<file path="src/rtl/noc_pkg.sv">
// rtl/noc_pkg.sv - shared NoC link constants and link transmitter state encoding
package noc_pkg;

  // Defaults shared with the router output fifo so both sides agree on item layout
  localparam int ITEM_SIZE             = 8;
  localparam int ITEM_DESTINATION_BITS = 4;

  typedef enum logic [1:0] {
    ST_IDLE    = 2'd0,
    ST_REQ     = 2'd1,
    ST_RELEASE = 2'd2
  } link_state_t;

endpackage

</file>
<file path="src/rtl/sync_2ff.sv">
// rtl/sync_2ff.sv - generic two-flop synchroniser, clears to 0 on reset
module sync_2ff (
  input  logic clk,
  input  logic reset,
  input  logic d,
  output logic q
);

  logic meta;

  // Two back-to-back flops give the first one a full cycle to settle
  always_ff @(posedge clk) begin
    if (reset) begin
      meta <= 1'b0;
      q    <= 1'b0;
    end else begin
      meta <= d;
      q    <= meta;
    end
  end

endmodule

</file>
<file path="src/rtl/fifo_link_tx.sv">
// rtl/fifo_link_tx.sv - drains a router output fifo onto a 4-phase req/ack link
module fifo_link_tx
  import noc_pkg::*;
#(
  parameter int ID               = -1,
  parameter int SIZE             = ITEM_SIZE,
  parameter int DESTINATION_BITS = ITEM_DESTINATION_BITS,
  parameter bit SYNC_ACK         = 1'b1,
  parameter int COUNT_BITS       = 16
) (
  input  logic                  clk,
  input  logic                  reset,
  input  logic                  fifo_empty,
  input  logic [SIZE-1:0]       fifo_item,
  output logic                  fifo_read,
  output logic                  link_req,
  output logic [SIZE-1:0]       link_data,
  input  logic                  link_ack,
  output logic                  busy,
  output logic [COUNT_BITS-1:0] sent_count,
  output logic                  proto_err
);

  // ID is either unassigned (-1) or a port number; the destination field must
  // leave at least one payload bit above it.
  if (ID < -1 || DESTINATION_BITS < 1 || DESTINATION_BITS >= SIZE) begin : g_bad_params
    $error("fifo_link_tx: invalid ID or DESTINATION_BITS for SIZE");
  end

  logic ack_s;

  if (SYNC_ACK) begin : g_ack_sync
    sync_2ff u_ack_sync (
      .clk   (clk),
      .reset (reset),
      .d     (link_ack),
      .q     (ack_s)
    );
  end else begin : g_ack_raw
    assign ack_s = link_ack;
  end

  link_state_t           state;
  link_state_t           state_nxt;
  logic                  req_nxt;
  logic [SIZE-1:0]       data_nxt;
  logic [COUNT_BITS-1:0] count_nxt;
  logic                  err_nxt;

  // Pop only when the link has returned to zero; REQ is the only state with req high
  assign fifo_read = !reset && !fifo_empty && !ack_s &&
                     (state == ST_IDLE || state == ST_RELEASE);

  assign busy = (state != ST_IDLE);

  // Next-state and next-output logic for the 4-phase handshake
  always_comb begin
    state_nxt = state;
    req_nxt   = link_req;
    data_nxt  = link_data;
    count_nxt = sent_count;
    err_nxt   = proto_err;

    case (state)
      ST_IDLE: begin
        // An ack with no request outstanding means the neighbour misbehaved
        if (ack_s) begin
          err_nxt = 1'b1;
        end
      end
      ST_REQ: begin
        if (ack_s) begin
          req_nxt   = 1'b0;
          state_nxt = ST_RELEASE;
          count_nxt = sent_count + COUNT_BITS'(1);
        end
      end
      ST_RELEASE: begin
        if (!ack_s && fifo_empty) begin
          state_nxt = ST_IDLE;
        end
      end
      default: begin
        state_nxt = ST_IDLE;
        req_nxt   = 1'b0;
      end
    endcase

    // A pop loads the item and raises req on the same edge, bypassing IDLE
    // when it comes straight out of RELEASE.
    if (fifo_read) begin
      data_nxt  = fifo_item;
      req_nxt   = 1'b1;
      state_nxt = ST_REQ;
    end
  end

  // State and registered link outputs; reset drops any in-flight item
  always_ff @(posedge clk) begin
    if (reset) begin
      state      <= ST_IDLE;
      link_req   <= 1'b0;
      link_data  <= '0;
      sent_count <= '0;
      proto_err  <= 1'b0;
    end else begin
      state      <= state_nxt;
      link_req   <= req_nxt;
      link_data  <= data_nxt;
      sent_count <= count_nxt;
      proto_err  <= err_nxt;
    end
  end

endmodule

</file>
<file path="config.mk">
export PLATFORM = sky130hd
export DESIGN_NAME = fifo_link_tx
export DESIGN_NICKNAME = d
export VERILOG_FILES = /design/src/rtl/noc_pkg.sv /design/src/rtl/sync_2ff.sv /design/src/rtl/fifo_link_tx.sv
export SDC_FILE = /design/constraint.sdc
export NUM_CORES = 1
export LEC_CHECK = 0
export BUFFER_PORTS_ARGS = -buffer_cell sky130_fd_sc_hd__buf_4
export CORE_ASPECT_RATIO = 0.9
export CORE_MARGIN = 3
export CORE_UTILIZATION = 44
export DETAILED_ROUTE_END_ITERATION = 6
export PLACE_DENSITY_LB_ADDON = 0.12
export SETUP_SLACK_MARGIN = 0.05
export SLEW_MARGIN = 40
export SYNTH_ARGS = -nofsm -noshare
export SYNTH_HDL_FRONTEND = slang
export SYNTH_HIERARCHICAL = 1
export SYNTH_SLANG_ARGS = --single-unit
export TNS_END_PERCENT = 20
</file>
<file path="constraint.sdc">
create_clock -name clk -period 1.85 [get_ports clk]
set_input_delay 0.37 -clock clk [delete_from_list [all_inputs] [get_ports clk]]
set_output_delay 0.37 -clock clk [all_outputs]
set_load 0.01 [all_outputs]
</file>
After elaboration in Yosys (flattened, before gate mapping). Index checks and enable logic that the tools add are counted.

Register bits after elaboration: 30. Input bits: 12.

Bitwise operators: 1. $add $sub $neg: 1. Equality and inequality tests: 8. Reduce and logical (&&, ||, !) cells: 17. Multiplexer cells: 7.

Operators with widths (number): adder 16 x 1 -> 16 bit, second input constant (1); inequality test 2 x 1 -> 1 bit, second input constant (3); inequality test 3 x 2 -> 1 bit, second input constant (2); one-hot mux 2 bit (3 select lines) (1); AND reduction 2 bit (3); AND reduction 3 bit (2); logical AND 1 bit (4); two-way mux 2 bit (2); OR reduction 2 bit (2); logical NOT 1 bit (3); two-way mux 1 bit (3); == test 2 x 1 -> 1 bit, second input constant (1); == test 2 bit, second input constant (1); logical NOT 2 bit (1); inequality test 2 bit, second input constant (1); one-hot mux 1 bit (2 select lines) (1); nonzero test 2 bit (1); logical OR 1 bit (1); inverter 1 bit (1).

Longest topological paths before layout. Gate-level depths: netlist of the first run.

Word-level depth: 6. Depth in mapped cells: 6. Mapped depth without buffers: 5.

Hierarchy. Netlist of the first run, hierarchy kept.

By module, submodules not included: fifo_link_tx (cells each 137, area each 1219.9 um^2, times used 1, sequential area each 560.5 um^2); sync_2ff (cells each 4, area each 52.6 um^2, times used 1, sequential area each 40.0 um^2).

Worst setup path before layout of the first run. No wires, ideal clock.

Path kind: register to register. Start point: register sent_count[5]. End point: register sent_count[14]. Stages on the path, launching flop included: 5. Data required time: 1.780 ns. Library setup time: 0.070 ns. Clock period less this slack: 1.835 ns. Path buffers: 0. Arrival: 1.765 ns. Slack: 0.015 ns. Path through: dfxtp_1 -> nand4_4 -> or4_4 -> or4_1 -> a21oi_1.

Word-level cells in the longest chain between the ends: 1.

Ends and longest elaborated chain: start, declared (RTL line fifo_link_tx.sv:20) `output logic [COUNT_BITS-1:0] sent_count,`; start signal, assigned (RTL line fifo_link_tx.sv:110) `sent_count <= count_nxt;`; adder 16 x 1 -> 16 bit (RTL line fifo_link_tx.sv:75) `count_nxt = sent_count + COUNT_BITS'(1);`.

No other way between the ends. A chain may end at the register's enable or synchronous reset.

Worst setup path in the final report of the first run. Same ends and word-level chain as after synthesis.

==> results.md, run 1 <==
- All-Layer GR Usage: 17.6%
- Number of cells on the worst hold path: 3
- Clock Pin Slew Worst Setup and Hold Paths: 0.09 ns
- Seq cells post-synth: 30
- Final #Nets: 201
- Slew @ Worst Pin: 0.399 ns
- Critical-path maximum fanout: 5
- Initial Util: 49.0%
- Final HPWL DP: 2030 um
- Die area: 0.00357 mm^2
- PD cells: 683 mW/mm^2
- Setup WS post-layout: 0.100 ns
- Yosys cell types: 35
- Io pins: 40
- Total CTS buffers: 5
- H-tree lvl count: 2
- R2R Setup Slk: 0.10 ns
- Reg2reg start: sent_count[5]
- Area Overhead vs Synth: 33.6%
- CTS sink count: 30
- Overall power: 1160 uW
- Core area: 0.00259 mm^2
- Vias per Instance: 5.02
- Fin util: 65.5%
- Fill count: 228
- Final Cycle Share: 94.6%
- Critical Path End: sent_count[14]
- Die W: 62.7 um
- Worst r2r dst: sent_count[14]
- Row cnt: 17
- Post-placement setup slack: 0.0855 ns
- Yosys top cell by area: dfxtp_1
- Total Wirelength: 2870 um
- Post-synthesis sequential area ratio: 47.2%
- Largest net degree at the start of global routing: 32
- Vias in the first global route: 1153
- Fin Clk Skew: 0.00643 ns
- Post-synth EDFFs: 0
- Req. time, crit path: 2.11 ns
- # port buffers: 39
- MaxCap Viol Count: 0
- Layout cells sized above 1: 34.8%
- Die height: 57.0 um
- CP Capture Type: flip-flop
- Cell count after synthesis: 141
- Drt pass-1 iters: 4
- Final Wtd Congestion: 0.771
- Post-CTS Setup Repair Bufs: 0
- Ys Warns: 6
- TritonCTS clock tree: built
- CP arrival: 2.01 ns
- Area of the multi-input gates: 637 um^2
- Startpoint Class: flip-flop
- Unrepaired setup endpoints after global routing: true
- Max Fclk: 572 MHz
- Synth top area share: 47.2%
- Worst reg2reg path depth: 4
- Max VDD drop: 458 uV
- Antenna violations before repair: 0
- Syn_nets: 154
- Placed cell count: 219
- Final setup viols: 0
- CTS Root Cell: clkbuf_4
- Min-Delay Path Class: primary input to flip-flop
- Reg area: 608 um^2
- DR iter-0 viols: 47
- Async set or reset register ratio after synthesis: 0%
- Slew Limit Fails: 0
- Setup TNS: 0 ns
- Detailed-route wire length per cell: 12.8 um
- Synth top area cells: dfxtp_1, xnor2_1, nor2_1, o21ai_0, nand2_1
- Final std cells w/o fill: 225
- Ys flop type: dfxtp_1
- First-pass GRT wire length: 5030 um
- Final min period: 1.75 ns
- Clock Tree Buf Depth: 2
- Result of the run: complete, no violations
- Synthesized area: 0.00127 mm^2
- Vias: 1130
- DRC Markers: 0
- Worst skew pair latency: 0.32 ns
- Final hold vios: 0
- CP startpoint: sent_count[5]
- Post-route ant nets: 0
- Diodes inserted: 0
- GR Overflow Total: 0
- Static Leak: 0.000687 uW
- Syn avg cell area: 9.02 um^2
- Slew margin rel.: 73.1%
- WS Path Type: flip-flop to flip-flop
==> timing repair <==
item	in CTS	in global routing
hold buffers	0	0
gates resized for setup	1	2
endpoints found under the setup margin	1	3
pin swaps	0	1
==> metrics by stage <==
stage          instance area (um^2)  hold slack, ns
3_3_place_gp                   1640           0.417
4_1_cts                        1700           0.228
2_1_floorplan                  1280           0.414
5_1_grt                        1700           0.234
6_report                       1700           0.237
3_5_place_dp                   1640           0.434
==> sequential cells by signal, summed over array words and instances, names as in the netlist <==
signal and count:
sent_count 16, state 2, g_ack_sync.u_ack_sync/q 1, proto_err 1, g_ack_sync.u_ack_sync/meta 1, link_data 8
link_req 1
==> logic make-up after synthesis <==
| kind of cell | synth area share [%] |
|---|---|
| simple gates | 30.2 |
| mux | 0.787 |
| flops | 47.2 |
| fa+ha+maj | 0.983 |
| buf+inv | 3.93 |
| compound gates | 9.34 |
| xor+xnor | 7.57 |
==> final cells by class <==
| cell class | instances | area share [%] |
|---|---|---|
| inverter | 3 | 0.662 |
| tap | 38 | 2.80 |
| timing repair buffer | 46 | 20.3 |
| clock buffer | 6 | 3.02 |
| sequential | 30 | 35.8 |
| multi-input combinational | 102 | 37.5 |
==> worst min path at each step <==
stage	startpoint	end
final	fifo_item[2]	link_data[2]
after detailed placement	g_ack_sync.u_ack_sync/meta	g_ack_sync.u_ack_sync/q
after global routing	fifo_item[3]	link_data[3]
after floorplan	g_ack_sync.u_ack_sync/meta	g_ack_sync.u_ack_sync/q
after global placement	g_ack_sync.u_ack_sync/meta	g_ack_sync.u_ack_sync/q
after CTS	fifo_item[2]	link_data[2]
==> layout by cell type (no fill, tap or decap), types with 3 or more instances in the layout <==
| cell type | instances |
|---|---|
| nor2b_1 | 3 |
| nor2_1 | 15 |
| nand2_1 | 14 |
| dfxtp_1 | 26 |
| o21ai_0 | 11 |
| nand4_1 | 4 |
| inv_1 | 3 |
| xor2_1 | 4 |
| nor3_1 | 4 |
| buf_4 | 46 |
| nand3_1 | 3 |
| xnor2_1 | 7 |
| dfxtp_2 | 3 |
| clkbuf_4 | 5 |
| nand2b_1 | 8 |
| a21oi_1 | 6 |
==> cell usage after synthesis, types with 2 or more instances <==
library cell and count:
o21ai_0 11, nor4_1 3, clkbuf_1 3, inv_1 3, nor2_1 15, nor3b_1 2
nand2_1 14, xnor2_1 7, nand3_1 3, nor2b_1 3, nand2b_1 8, nand4_1 4
buf_6 2, xor2_1 4, a31o_2 2, nor3_1 4, dfxtp_1 30, a21oi_1 6
==> worst max-delay path, stage by stage, from the launching register on <==
cell     delay [ns]
dfxtp_2        0.40
nand4_4        0.11
or4_4          0.56
or4_1          0.47
a21oi_1        0.15
==> metal layers <==
layer	up-vias	GRT usage, %	wire length, um
met5	-	0	0
met4	0	3.77	25
met3	2	7.28	167
met2	27	29.0	1330
met1	523	21.7	1350
li1	578	-	-
==> power by group <==
part	internal [uW]	total, uW	switching, uW
clock network	171	376	205
registers	664	677	12.7
logic	59.1	110	50.6
total	894	1160	268
No activity file was read; power rests on OpenSTA's default activity.
==> run 2: changes to the inputs <==
--- a/config.mk
+++ b/config.mk
@@ -6,11 +6,12 @@
 export NUM_CORES = 1
 export LEC_CHECK = 0
 export BUFFER_PORTS_ARGS = -buffer_cell sky130_fd_sc_hd__buf_4
-export CORE_ASPECT_RATIO = 0.9
+export CORE_ASPECT_RATIO = 0.75
 export CORE_MARGIN = 3
 export CORE_UTILIZATION = 44
+export CTS_CLUSTER_DIAMETER = 40
 export DETAILED_ROUTE_END_ITERATION = 6
-export PLACE_DENSITY_LB_ADDON = 0.12
+export PLACE_DENSITY_LB_ADDON = 0.2
 export SETUP_SLACK_MARGIN = 0.05
 export SLEW_MARGIN = 40
 export SYNTH_ARGS = -nofsm -noshare
==> run 2 against run 1 <==
Net effect:
- utilization shrank 1.1 points
- largest cell class unchanged
- global-route usage down 0.20 points
- cell count decreased by 0.44%
- clock skew fell by 0.0014 ns
- non-clock buffer count shrank 1
- critical path depth unchanged
- register-to-register slack better by 0.08 ns
- sequential share of layout area fell by 0.21 points
- clock-buffer cell count grew 1
==> results.md, run 2 (synthesis results as in run 1) <==
- Result of the run: complete, no violations (unchanged)
- Final Wtd Congestion: 0.812 (was 0.771)
- All-Layer GR Usage: 17.4% (was 17.6%)
- First-pass GRT wire length: 4550 um (was 5030 um)
- Post-CTS Setup Repair Bufs: 0 (unchanged)
- Most common cell after layout, fill and taps aside: buf_4 (unchanged)
- Worst-path cell with the longest stage delay: or4_4 (unchanged)
- PD cells: 755 mW/mm^2 (was 683 mW/mm^2)
- Min-Delay Path Class: primary input to flip-flop (unchanged)
- Largest net degree at the start of global routing: 32 (unchanged)
- CTS sink count: 30 (unchanged)
- Post-route ant nets: 0 (unchanged)
- Static Leak: 0.000701 uW (was 0.000687 uW)
- Final HPWL DP: 2030 um (about the same)
- Largest regs: sent_count (16), link_data (8), state (2) (unchanged)
- Die area: 0.00358 mm^2 (was 0.00357 mm^2)
- Final #Nets: 200 (was 201)
- H-tree lvl count: 2 (unchanged)
- Fin Clk Skew: 0.00506 ns (was 0.00643 ns)
- Total CTS buffers: 5 (unchanged)
- Clock Tree Buf Depth: 2 (unchanged)
- Core area: 0.00268 mm^2 (was 0.00259 mm^2)
- Hold buffer count at cts: 0 (unchanged)
- Post-placement setup slack: 0.0653 ns (was 0.0855 ns)
- Final hold vios: 0 (unchanged)
- Vias per Instance: 4.95 (was 5.02)
- Vias in the first global route: 1024 (was 1153)
- Reg area: 614 um^2 (was 608 um^2)
- Final min period: 1.67 ns (was 1.75 ns)
- Detailed-route wire length per cell: 12.4 um (was 12.8 um)
- Slew Limit Fails: 0 (unchanged)
- Crit path largest cell delay: 0.55 ns (was 0.56 ns)
- Max Fclk: 598 MHz (was 572 MHz)
- CP arrival: 1.88 ns (was 2.01 ns)
- Die W: 68.1 um (was 62.7 um)
- Setup WS post-layout: 0.177 ns (was 0.100 ns)
- Unrepaired setup endpoints after global routing: false (was true)
- Initial Util: 47.4% (was 49.0%)
- DR iter-0 viols: 84 (was 47)
- Worst-path cell chain: nand2_1, or4_4, or4_1, a21oi_1 (was nand4_4, or4_4, or4_1, a21oi_1)
- Overall power: 1310 uW (was 1160 uW)
- Diodes inserted: 0 (unchanged)
- Max VDD drop: 693 uV (was 458 uV)
- Fill count: 238 (was 228)
- CTS Root Cell: clkbuf_8 (was clkbuf_4)
- Layout cells sized above 1: 35.1% (was 34.8%)
- Clock Pin Slew Worst Setup and Hold Paths: 0.06 ns (was 0.09 ns)
- Worst Path Buf+Inv: 0 (unchanged)
- Die height: 52.6 um (was 57.0 um)
- Req. time, crit path: 2.06 ns (was 2.11 ns)
- # port buffers: 39 (unchanged)
- Vias: 1108 (was 1130)
- Slew @ Worst Pin: 0.343 ns (was 0.399 ns)
- TritonCTS clock tree: built (unchanged)
- Critical-path maximum fanout: 4 (was 5)
- Io pins: 40 (unchanged)
- GR Overflow Total: 0 (unchanged)
- Row cnt: 16 (was 17)
- Drt pass-1 iters: 4 (unchanged)
- Final setup viols: 0 (unchanged)
- Final Cycle Share: 90.5% (was 94.6%)
- MaxCap Viol Count: 0 (unchanged)
- WS Path Type: flip-flop to flip-flop (unchanged)
- Area Overhead vs Synth: 35.8% (was 33.6%)
- Area of the multi-input gates: 628 um^2 (was 637 um^2)
- DRC Markers: 0 (unchanged)
- Commonest non-fill, non-tap cells in the layout: buf_4, dfxtp_1, nor2_1 (unchanged)
- CP Capture Type: flip-flop (unchanged)
- Startpoint Class: flip-flop (unchanged)
- Setup TNS: 0 ns (unchanged)
- Worst skew pair latency: 0.28 ns (was 0.32 ns)
- Total Wirelength: 2780 um (was 2870 um)
- Largest Register: sent_count (unchanged)
- Largest register FFs: 16 (unchanged)
- Antenna violations before repair: 0 (unchanged)
- Slew margin rel.: 76.5% (was 73.1%)
- CP delay by family, top: simple AND/OR/NAND/NOR gates (unchanged)
run 2: cell types whose count changed in the layout (fill, tap and decap cells not counted):
cell / change
nor4_4: -1
clkinv_2: +1
nor4_2: +1
clkbuf_8: +5
clkbuf_1: +1
clkbuf_4: -5
dfxtp_4: +2
dfxtp_2: -1
buf_4: -1
dfxtp_1: -1
run 2: area by class of cell:
| type | instances | area share [%] |
|---|---|---|
| well taps | 36 | 2.61 |
| repair buffers | 45 | 19.6 |
| clock buffers | 7 | 5.00 |
| flip-flops and latches | 30 | 35.6 |
| inverters | 3 | 0.652 |
| multi-input cells | 102 | 36.4 |
| clock inverters | 1 | 0.290 |
run 2: worst paths after layout:
kind	startpoint	to	slack, ns	cells after the start
worst max register to register	sent_count[9]	sent_count[14]	0.18	4
worst max-delay path	sent_count[9]	sent_count[14]	0.18	4
worst min register to register	g_ack_sync.u_ack_sync/meta	g_ack_sync.u_ack_sync/q	0.44	1
worst min-delay path	fifo_item[2]	link_data[2]	0.28	3
run 2: what timing repair did:
action,CTS,global route
resized for setup,0,5
endpoints found under the setup margin,0,2
endpoints found under the hold margin,0,0
run 2: worst min-delay path: cells and delay by family:
kind	cells	cell delay, ns
buffers and inverters	1	0.07
AO/OA/AOI/OAI	1	0.05
AND/OR/NAND/NOR	1	0.03
run 2: where the power goes:
part / switching [uW] / internal [uW] / total, uW
clock: 227 / 299 / 526
combinational: 45.6 / 56.2 / 102
sequential: 14.9 / 662 / 677
run 2: through the flow:
step,hold WS (ns),utilization [%],area [um^2],instances
2_1_floorplan,0.414,-,1280,141
3_3_place_gp,0.427,60.6,1630,216
3_5_place_dp,0.429,60.6,1630,216
4_1_cts,0.277,64.0,1720,224
5_1_grt,0.294,64.4,1730,224
6_report,0.280,64.4,1730,224
run 2: layer usage:
metal / routed length, um / up-vias / GRT usage, %
met1: 1320 / 497 / 21.6
met3: 163 / 7 / 6.22
met5: 0 / - / 0
met4: 51 / 0 / 7.92
li1: - / 580 / -
met2: 1240 / 24 / 26.7
